File: src/rtl/piso_pkg.sv
// Shared definitions for the parallel-in / serial-out serializer:
// FSM state encoding, default word width, the even-parity helper and a
// counter-width helper used to size the bit and gap counters.
package piso_pkg;

    // Serializer FSM states. PARITY is only reachable when PISO_PARITY_EN is defined.
    typedef enum logic [1:0] {
        IDLE   = 2'd0,
        SHIFT  = 2'd1,
        GAP    = 2'd2,
        PARITY = 2'd3
    } state_e;

    // Default data word width (matches the downstream 4-bit SIPO).
    localparam int DEFAULT_WIDTH = 4;

    // Widest word the parity helper accepts; narrower words are zero-extended,
    // which leaves the XOR reduction unchanged.
    localparam int PARITY_MAX_W = 64;

    // Even parity: the bit that makes the total number of ones even.
    function automatic logic even_parity(input logic [PARITY_MAX_W-1:0] word);
        return ^word;
    endfunction

    // Bits needed to hold 0..max_value, never less than one.
    function automatic int cnt_width(input int max_value);
        int w;
        w = $clog2(max_value + 1);
        if (w < 1) begin
            w = 1;
        end
        return w;
    endfunction

endpackage : piso_pkg

File: src/rtl/piso_bit_counter.sv
// Saturating up-counter with synchronous load-to-zero, count enable and a
// terminal-count flag. Used for both the bit position and the gap length.
module piso_bit_counter
    import piso_pkg::*;
#(
    parameter int CNT_W    = 2,
    parameter int TERMINAL = 3
) (
    input  logic clk,
    input  logic rst,
    input  logic load_i,
    input  logic en_i,
    output logic tc_o
);

    localparam logic [CNT_W-1:0] TERM_VAL = CNT_W'(TERMINAL);

    logic [CNT_W-1:0] cnt_q;
    logic [CNT_W-1:0] cnt_d;

    assign tc_o = (cnt_q == TERM_VAL);

    // Next count: load wins over enable; hold at the terminal value (no wrap).
    always_comb begin
        cnt_d = cnt_q;
        if (load_i) begin
            cnt_d = '0;
        end else if (en_i && !tc_o) begin
            cnt_d = cnt_q + CNT_W'(1);
        end
    end

    // Count register, cleared asynchronously.
    always_ff @(posedge clk or posedge rst) begin
        if (rst) begin
            cnt_q <= '0;
        end else begin
            cnt_q <= cnt_d;
        end
    end

endmodule : piso_bit_counter

File: src/rtl/piso_serializer.sv
// Parallel-to-serial front end for the 4-bit SIPO shift register.
// Words arrive on a valid/ready handshake and leave LSB-first, one bit per
// clock, on a registered serial output. word_done pulses in the cycle the
// downstream SIPO holds the whole word.
// Optional build macro: PISO_PARITY_EN appends an even-parity bit after
// each word (extra PARITY cycle); undefined means no parity cycle.
module piso_serializer
    import piso_pkg::*;
#(
    parameter int WIDTH      = DEFAULT_WIDTH,
    parameter int GAP_CYCLES = 0
) (
    input  logic             clk,
    input  logic             rst,
    input  logic             in_valid,
    input  logic [WIDTH-1:0] in_data,
    output logic             in_ready,
    output logic             s_out,
    output logic             s_active,
    output logic             word_done
);

    localparam int   BIT_W    = cnt_width(WIDTH - 1);
    localparam int   GAP_W    = cnt_width(GAP_CYCLES);
    localparam int   GAP_TERM = (GAP_CYCLES > 0) ? (GAP_CYCLES - 1) : 0;
    localparam logic GAP_EN   = (GAP_CYCLES > 0);

    state_e           state_q,     state_d;
    logic [WIDTH-1:0] shreg_q,     shreg_d;
    logic             s_out_q,     s_out_d;
    logic             s_active_q,  s_active_d;
    logic             word_done_q, word_done_d;
`ifdef PISO_PARITY_EN
    logic             parity_q,    parity_d;
`endif

    logic accept;
    logic do_load;
    logic finish;
    logic bit_load;
    logic bit_en;
    logic bit_tc;
    logic gap_load;
    logic gap_en;
    logic gap_tc;

    // Position of the bit currently on s_out within the word (0..WIDTH-1).
    piso_bit_counter #(
        .CNT_W    (BIT_W),
        .TERMINAL (WIDTH - 1)
    ) u_bit_counter (
        .clk    (clk),
        .rst    (rst),
        .load_i (bit_load),
        .en_i   (bit_en),
        .tc_o   (bit_tc)
    );

    // Idle cycles spent between words.
    piso_bit_counter #(
        .CNT_W    (GAP_W),
        .TERMINAL (GAP_TERM)
    ) u_gap_counter (
        .clk    (clk),
        .rst    (rst),
        .load_i (gap_load),
        .en_i   (gap_en),
        .tc_o   (gap_tc)
    );

    // Ready decode: idle, or the last serial cycle of a word when words may
    // run back-to-back (the last serial cycle is the parity cycle if enabled).
    always_comb begin
        in_ready = 1'b0;
        case (state_q)
            IDLE:    in_ready = 1'b1;
`ifdef PISO_PARITY_EN
            SHIFT:   in_ready = 1'b0;
            PARITY:  in_ready = !GAP_EN;
`else
            SHIFT:   in_ready = !GAP_EN && bit_tc;
            PARITY:  in_ready = 1'b0;
`endif
            GAP:     in_ready = 1'b0;
            default: in_ready = 1'b0;
        endcase
    end

    assign accept = in_valid && in_ready;

    // Next-state and registered-output decode. The state case only raises
    // finish/do_load; the shared word-end and word-load actions follow it.
    always_comb begin
        state_d     = state_q;
        shreg_d     = shreg_q;
        s_out_d     = 1'b0;
        s_active_d  = 1'b0;
        word_done_d = 1'b0;
`ifdef PISO_PARITY_EN
        parity_d    = parity_q;
`endif
        do_load     = 1'b0;
        finish      = 1'b0;
        bit_load    = 1'b0;
        bit_en      = 1'b0;
        gap_load    = 1'b0;
        gap_en      = 1'b0;

        case (state_q)
            IDLE: begin
                do_load = accept;
            end
            SHIFT: begin
                bit_en = 1'b1;
                if (!bit_tc) begin
                    s_out_d    = shreg_q[0];
                    shreg_d    = shreg_q >> 1;
                    s_active_d = 1'b1;
                end else begin
`ifdef PISO_PARITY_EN
                    state_d    = PARITY;
                    s_out_d    = parity_q;
                    s_active_d = 1'b1;
`else
                    finish     = 1'b1;
`endif
                end
            end
            PARITY: begin
                finish = 1'b1;
            end
            GAP: begin
                gap_en = 1'b1;
                if (gap_tc) begin
                    state_d = IDLE;
                end
            end
            default: begin
                state_d = IDLE;
            end
        endcase

        // Last serial bit has just been sampled downstream: announce it and
        // either rest for the gap, chain the next word, or go idle.
        if (finish) begin
            word_done_d = 1'b1;
            if (GAP_EN) begin
                state_d  = GAP;
                gap_load = 1'b1;
            end else if (accept) begin
                do_load = 1'b1;
            end else begin
                state_d = IDLE;
            end
        end

        // Capture a new word: bit 0 goes straight to s_out, the rest waits.
        if (do_load) begin
            state_d    = SHIFT;
            s_out_d    = in_data[0];
            shreg_d    = in_data >> 1;
            s_active_d = 1'b1;
            bit_load   = 1'b1;
`ifdef PISO_PARITY_EN
            parity_d   = even_parity(PARITY_MAX_W'(in_data));
`endif
        end
    end

    // State and output registers; reset abandons any word in flight.
    always_ff @(posedge clk or posedge rst) begin
        if (rst) begin
            state_q     <= IDLE;
            shreg_q     <= '0;
            s_out_q     <= 1'b0;
            s_active_q  <= 1'b0;
            word_done_q <= 1'b0;
`ifdef PISO_PARITY_EN
            parity_q    <= 1'b0;
`endif
        end else begin
            state_q     <= state_d;
            shreg_q     <= shreg_d;
            s_out_q     <= s_out_d;
            s_active_q  <= s_active_d;
            word_done_q <= word_done_d;
`ifdef PISO_PARITY_EN
            parity_q    <= parity_d;
`endif
        end
    end

    assign s_out     = s_out_q;
    assign s_active  = s_active_q;
    assign word_done = word_done_q;

endmodule : piso_serializer

File: config.mk
export PLATFORM = sky130hd
export DESIGN_NAME = piso_serializer
export DESIGN_NICKNAME = d
export VERILOG_FILES = /design/src/rtl/piso_pkg.sv /design/src/rtl/piso_bit_counter.sv /design/src/rtl/piso_serializer.sv
export SDC_FILE = /design/constraint.sdc
export NUM_CORES = 1
export LEC_CHECK = 0
export BUFFER_PORTS_ARGS = -buffer_cell sky130_fd_sc_hd__buf_2
export CORE_AREA = 5 5 42 44
export DETAILED_ROUTE_END_ITERATION = 12
export DIE_AREA = 0 0 47 49
export HOLD_SLACK_MARGIN = 0.02
export PLACE_DENSITY = 0.6
export SLEW_MARGIN = 30
export SYNTH_ARGS = -nofsm -noshare
export SYNTH_HDL_FRONTEND = slang
export SYNTH_SLANG_ARGS = --single-unit
File: constraint.sdc
create_clock -name clk -period 1.8 [get_ports clk]
set_input_delay 0.36 -clock clk [delete_from_list [all_inputs] [get_ports clk]]
set_output_delay 0.36 -clock clk [all_outputs]
set_load 0.005 [all_outputs]
==> impl_results.md, run 1 <==
- Status: complete, no violations
- IO buf count: 10
- Wirelength per Cell: roughly 12 um
- Syn Inst Count: 32
- Area of the multi-input gates: 159 um2
- Required time of the critical path: 1440 ps
- Slack of the critical path: 203 ps
- GP Congestion: approximately 0.67
- Top cells by count, synth: dfrtp_1 (11), inv_1 (4)
- Seq/Total Area, Yosys: 0.613
- First-pass GRT wire length: between 1000 and 1500 um
- Area growth syn-to-layout: 21.4%
- Number of synthesized register bits: 11
- TritonCTS buffer count: 3
- Synth cell types: 14
- Setup crit end kind: output pin
- Layout cell share with drive strength beyond 1: 0.435
- Total Power: 0.000818 W
- DRT Wirelength: 721 um
- Ys async rst share: 1.00
- Worst Setup Start Kind: register
- Setup Buffers After CTS: 0
- Main synth FF type: dfrtp_1
- Cell row count: 14
- Pre-CTS WS: 446 ps
- Post-route minimum period: roughly 1600 ps
- Worst skew pair latency: 260 ps
- Sink Count: 11
- Pins Over Slew Limit: 0
- R2R setup slack: 450 ps
- Largest cells by area after synthesis: dfrtp_1 (61%), nor3b_2 (5.6%), a221o_1 (4.5%)
- Setup CP Type: register to output pin
- Final nets: 55
- Drt pass-1 iters: 2
- YS warnings: 0
- Skew final: ~0.18 ps
- RSZ-0062 raised after global routing: no
- Vias in the first global route: between 200 and 300
- Initial antenna violation count: 0
- Net Count, Synth: 40
- Hold buffer count at cts: 0
- Yosys top cell by area: dfrtp_1
- Arr. time, crit path: between 1000 and 1500 ps
- Cell with the most instances after synthesis: dfrtp_1
- Setup Total Neg Slack: 0 ps
- Pin count of the biggest net entering global routing: 12
- Reg-to-reg endpoint: shreg_q[1]
- Peak supply drop: 0.626 mV
- Clock-pin slew on the worst setup and hold paths: 60 ps
- Slew @ Worst Pin: 400 ps
- Post-route core utilization: 0.389
- I/O pin cnt: 11
- Post-route DRC: 0
- Post-synth EDFFs: 0
- Clock buffer depth: 2
- Setup violators final: 0
- ANT cells: 0
- Cell Pwr Density: 1500 nW/um2
- Layout filler cell count: 152
- CTS tree: yes
- Reg2reg path depth: 4
- GRT Util Overall: 0.0779
- Synth Cell Area: roughly 450 um2
- Max-Cap Viols: 0
- Initial Util: 0.321
- Hold Path Class: input port to async pin
- Grt total ovfl: 0
- Hold Violations, Final: 0
- CTS HTree Levels: 1
- Worst reg2reg startpoint: u_bit_counter.cnt_q[0]
- Slew HR: 0.733
- Core Region: 1400 um2
- Initial DRC count: 1
- Final ANT Viol Nets: 0
- Critical Path Fanout Max: 3
- CTS root buffer: clkbuf_4
- Die area: approximately 2300 um2
- CTS resizes: 0
- Chip height: between 40 and 50 um
- Via/cell ratio: 4.65
- Die Wd: 47 um
- Via count: 288
- Leakage power: 0.271 nW
- Mean Syn Cell Area: around 14 um2
- Seq. cell area: between 200 and 300 um2
- Synth top area share: 0.613
- Final worst path period share: 0.887
- FMAX: about 0.63 GHz
==> cells in the final DEF, fill, tap and decap left out, types with 2 or more instances in the layout <==
| cell type | netlist | layout |
|---|---|---|
| a22o_2 | 2 | 2 |
| nor3b_2 | 2 | 2 |
| a221o_1 | 2 | 2 |
| dfrtp_1 | 11 | 11 |
| o21a_1 | 2 | 2 |
| inv_1 | 4 | 4 |
| clkbuf_4 | 0 | 3 |
| buf_2 | 0 | 10 |
| and2_1 | 2 | 2 |
==> power breakdown <==
| part | internal [W] | switching (W) | leakage, nW |
|---|---|---|---|
| Sequential | 0.000328 | 0.0000376 | 0.138 |
| Clock | 0.0000857 | 0.0000748 | 0.0150 |
| Combinational | 0.000164 | 0.000129 | 0.118 |
| Total | 0.000577 | 0.000241 | 0.271 |
==> cells by family after synthesis <==
kind of cell	count (synthesis)	synth area share
simple gates	7	0.139
fa+ha+maj	1	0.0279
mux	1	0.0251
buf+inv	4	0.0334
flops	11	0.613
compound gates	8	0.162
==> worst max-delay path, stage by stage, from the launching register on <==
cell     delay, ps
dfrtp_1        380
ha_1           260
nor2b_4        160
nor2_1          50
buf_2          120
==> area by class of cell <==
cell class,instances,share of cell area
Timing Repair Buffer,10,0.0917
Inverter,4,0.0275
Sequential cell,11,0.505
Clock buffer,4,0.0482
Multi-Input combinational cell,17,0.291
Tap cell,16,0.0367
==> routing by layer <==
layer  global-route usage  routed length [um]  vias up
li1                     -                   -      140
met1                0.104                 333      135
met2               0.0769                 279        9
met3               0.0443                  72        4
met4               0.0829                  36        0
met5                    0                   0        -
==> flip-flops by register name, indices dropped and copies added, names as in the netlist <==
signal / flops
shreg_q: 3
state_q: 2
u_bit_counter.cnt_q: 2
s_active: 1
s_out: 1
u_gap_counter.cnt_q: 1
word_done: 1
==> worst max-delay path by stage <==
stage,from,end,slack [ps],depth (start not counted)
CTS,u_bit_counter.cnt_q[0],in_ready,170,4
finish,u_bit_counter.cnt_q[0],in_ready,200,4
detailed placement,u_bit_counter.cnt_q[0],shreg_q[1],450,4
floorplan,u_bit_counter.cnt_q[0],shreg_q[0],510,4
global route,u_bit_counter.cnt_q[0],in_ready,120,4
global placement,u_bit_counter.cnt_q[0],shreg_q[0],450,4
==> through the flow <==
step | cell area [um2] | instances | hold WS [ps]
3_3_place_gp | 519 | 58 | 370
5_1_grt | 546 | 62 | 90.2
3_5_place_dp | 519 | 58 | 369
2_1_floorplan | 449 | 32 | 212
4_1_cts | 546 | 62 | 77.0
6_report | 546 | 62 | 70.3
Note: power is estimated with default switching activity, not from simulation.
==> run 2: changes to the inputs <==
BUFFER_PORTS_ARGS = not set   (was -buffer_cell sky130_fd_sc_hd__buf_2)
DONT_BUFFER_PORTS = 1   (was not set)
PLACE_DENSITY = 0.53   (was 0.6)
==> run 2 against run 1 <==
  * Global-route usage shrank 0.093 points
  * Final cell count shrank 15%
  * Clock skew grew 1.2 ps
==> impl_results.md, run 2 (synthesis gave the netlist of run 1 again) <==
- Status: complete, no violations
- Final nets: 46 (-16%)
- Sink Count: 11 (unchanged)
- Initial Util: 0.321 (unchanged)
- Area growth syn-to-layout: 12.5%
- Vias in the first global route: 269 (+0.75%)
- Final worst path period share: 0.840 (-0.0476)
- Biggest register: shreg_q
- Largest stage delay on the critical path: 400 ps (+20 ps)
- GP Congestion: 0.687 (+3.2%)
- Fin cells: 53 (-15%)
- Combinational Power Share: 0.314 (-0.043)
- Worst hold stages: 1
- Final ANT Viol Nets: 0 (unchanged)
- Setup Buffers After CTS: 0 (unchanged)
- Max-Cap Viols: 0 (unchanged)
- Chip height: 49 um (unchanged)
- Initial antenna violation count: 0 (unchanged)
- Arr. time, crit path: 1150 ps (-90 ps)
- Clock buffer depth: 2 (unchanged)
- Layout cell share with drive strength beyond 1: 0.270 (-0.165)
- DRT Wirelength: 774 um (+7.4%)
- Critical Path Fanout Max: 3 (unchanged)
- RSZ-0062 raised after global routing: no
- Seq pwr share: 0.480 (+0.033)
- Commonest non-fill, non-tap cells in the layout: dfrtp_1 (11), inv_1 (4), clkbuf_4 (3)
- Sw frac: 0.306 (+0.0111)
- Fin area: 505 um2 (-7.3%)
- Core Region: 1400 um2 (unchanged)
- Crit path depth: 3 (-1)
- Setup CP Type: register to output pin
- I/O pin cnt: 11 (unchanged)
- Peak supply drop: 0.563 mV (-10%)
- Via/cell ratio: 4.98 (+7.2%)
- CTS HTree Levels: 1 (unchanged)
- GRT Util Overall: 0.0770 (-0.000935)
- Die area: 2300 um2 (unchanged)
- Die Wd: 47 um (unchanged)
- Initial DRC count: 1 (unchanged)
- Commonest non-fill, non-tap cell in the layout: dfrtp_1
- Leakage power: 0.234 nW (-14%)
- Post-route minimum period: 1510 ps (-85.7 ps)
- Slew HR: 0.727 (-0.00664)
- Setup Total Neg Slack: 0 ps (unchanged)
- Layout filler cell count: 148 (-2.6%)
- Clock-pin slew on the worst setup and hold paths: 70 ps (about the same)
- Seq. cell area: 275 um2 (unchanged)
- IO buf count: 0 (-10)
- Cell internal pwr: 0.000548 W (-5.0%)
- TritonCTS buffer count: 3 (unchanged)
- First-pass GRT wire length: 1250 um (+7.7%)
- Wirelength per Cell: 14.6 um (+26%)
- Placed Cells: 48 (-17%)
- Required time of the critical path: 1440 ps (about the same)
- Setup crit end kind: output pin
- Drt pass-1 iters: 3 (+1)
- Worst Setup Start Kind: register
- Skew final: 1.42 ps (+1.25 ps)
- Post-route DRC: 0 (unchanged)
- CTS root buffer: clkbuf_4
- Clock power frac: 0.206 (+0.010)
- FMAX: 0.662 GHz (+5.7%)
- Area of placed instances: 469 um2 (-9.6%)
- Critical path's slowest cell: dfrtp_1
- Max reg flops: 3 (unchanged)
- Via count: 264 (-8.3%)
- Largest regs: shreg_q: 3 flops, state_q: 2 flops, u_bit_counter.cnt_q: 2 flops
- CTS resizes: 0 (unchanged)
- Cell row count: 14 (unchanged)
- Reg2reg path depth: 4 (unchanged)
- CTS tree: yes
- ANT cells: 0 (unchanged)
- Pins Over Slew Limit: 0 (unchanged)
- Total Power: 0.000789 W (-3.5%)
- Cell Pwr Density: 1560 nW/um2 (+4.1%)
- Hold Path Class: input port to register
- Setup violators final: 0 (unchanged)
- Pin count of the biggest net entering global routing: 12 (unchanged)
- Crit path cell chain: ha_1 -> nor2b_4 -> nor2_1
- Switching component of the power: 0.000241 W (+0.13%)
- Hold buffer count at cts: 1 (+1)
- CP top delay family: flip-flops
- Hold Violations, Final: 0 (unchanged)
- Area of the multi-input gates: 159 um2 (unchanged)
- Slew @ Worst Pin: 410 ps (+9.95 ps)
- Grt total ovfl: 0 (unchanged)
- Worst skew pair latency: 260 ps (about the same)
- CP Buf/Inv Count: 0 (-1)
-- run 2: changes by cell type in the layout (fill, tap and decap cells not counted), sizes merged --
cell / change
buf: -10
dlygate4sd3: +1
-- run 2: area by class of cell --
cell class	count	share of cell area
well taps	16	0.0396
multi-input cells	17	0.314
inverters	4	0.0297
flip-flops and latches	11	0.545
repair buffers	1	0.0198
clock buffers	4	0.0520
-- run 2: path summary, 6_finish.rpt --
| kind | from | endpoint | slack, ps |
|---|---|---|---|
| worst max-delay path | u_bit_counter.cnt_q[0] | in_ready | 290 |
| worst min-delay path | in_data[1] | shreg_q[0] | 240 |
| worst max register to register | u_bit_counter.cnt_q[0] | shreg_q[1] | 430 |
| worst min register to register | u_gap_counter.cnt_q | u_gap_counter.cnt_q | 500 |
| max in group asynchronous | rst | u_bit_counter.cnt_q[1] | 980 |
| min in group asynchronous | rst | u_gap_counter.cnt_q | 530 |
-- run 2: power groups by stage --
stage / clock network (W) / registers, W / logic [W]
finish: 0.000163 / 0.000379 / 0.000248
global route: 0.000182 / 0.000387 / 0.000278
CTS: 0.000164 / 0.000380 / 0.000255
detailed placement: 0 / 0.000384 / 0.000253
global placement: 0 / 0.000377 / 0.000243
floorplan: 0 / 0.000368 / 0.000213
-- run 2: worst reg2reg max path, stage by stage, from the launching register on --
cell,delay (ps)
dfrtp_1,400
ha_1,260
nor2b_4,160
nor3b_2,80
a221o_1,360
-- run 2: metrics by stage --
| stage | setup slack, ps | hold WS [ps] | utilization |
|---|---|---|---|
| after floorplan | 515 | 212 | - |
| after global placement | 449 | 253 | 0.335 |
| after detailed placement | 442 | 263 | 0.335 |
| after CTS | 284 | 238 | 0.361 |
| after global routing | 243 | 231 | 0.361 |
| final | 289 | 239 | 0.361 |
-- run 2: routing by layer --
metal  global-route usage  up-vias  part of all wire
met4               0.0415        0             0.013
li1                     -      122                 -
met2                0.102        8              0.48
met3               0.0480        2              0.11
met5                    0        -                 0
met1               0.0936      132              0.39
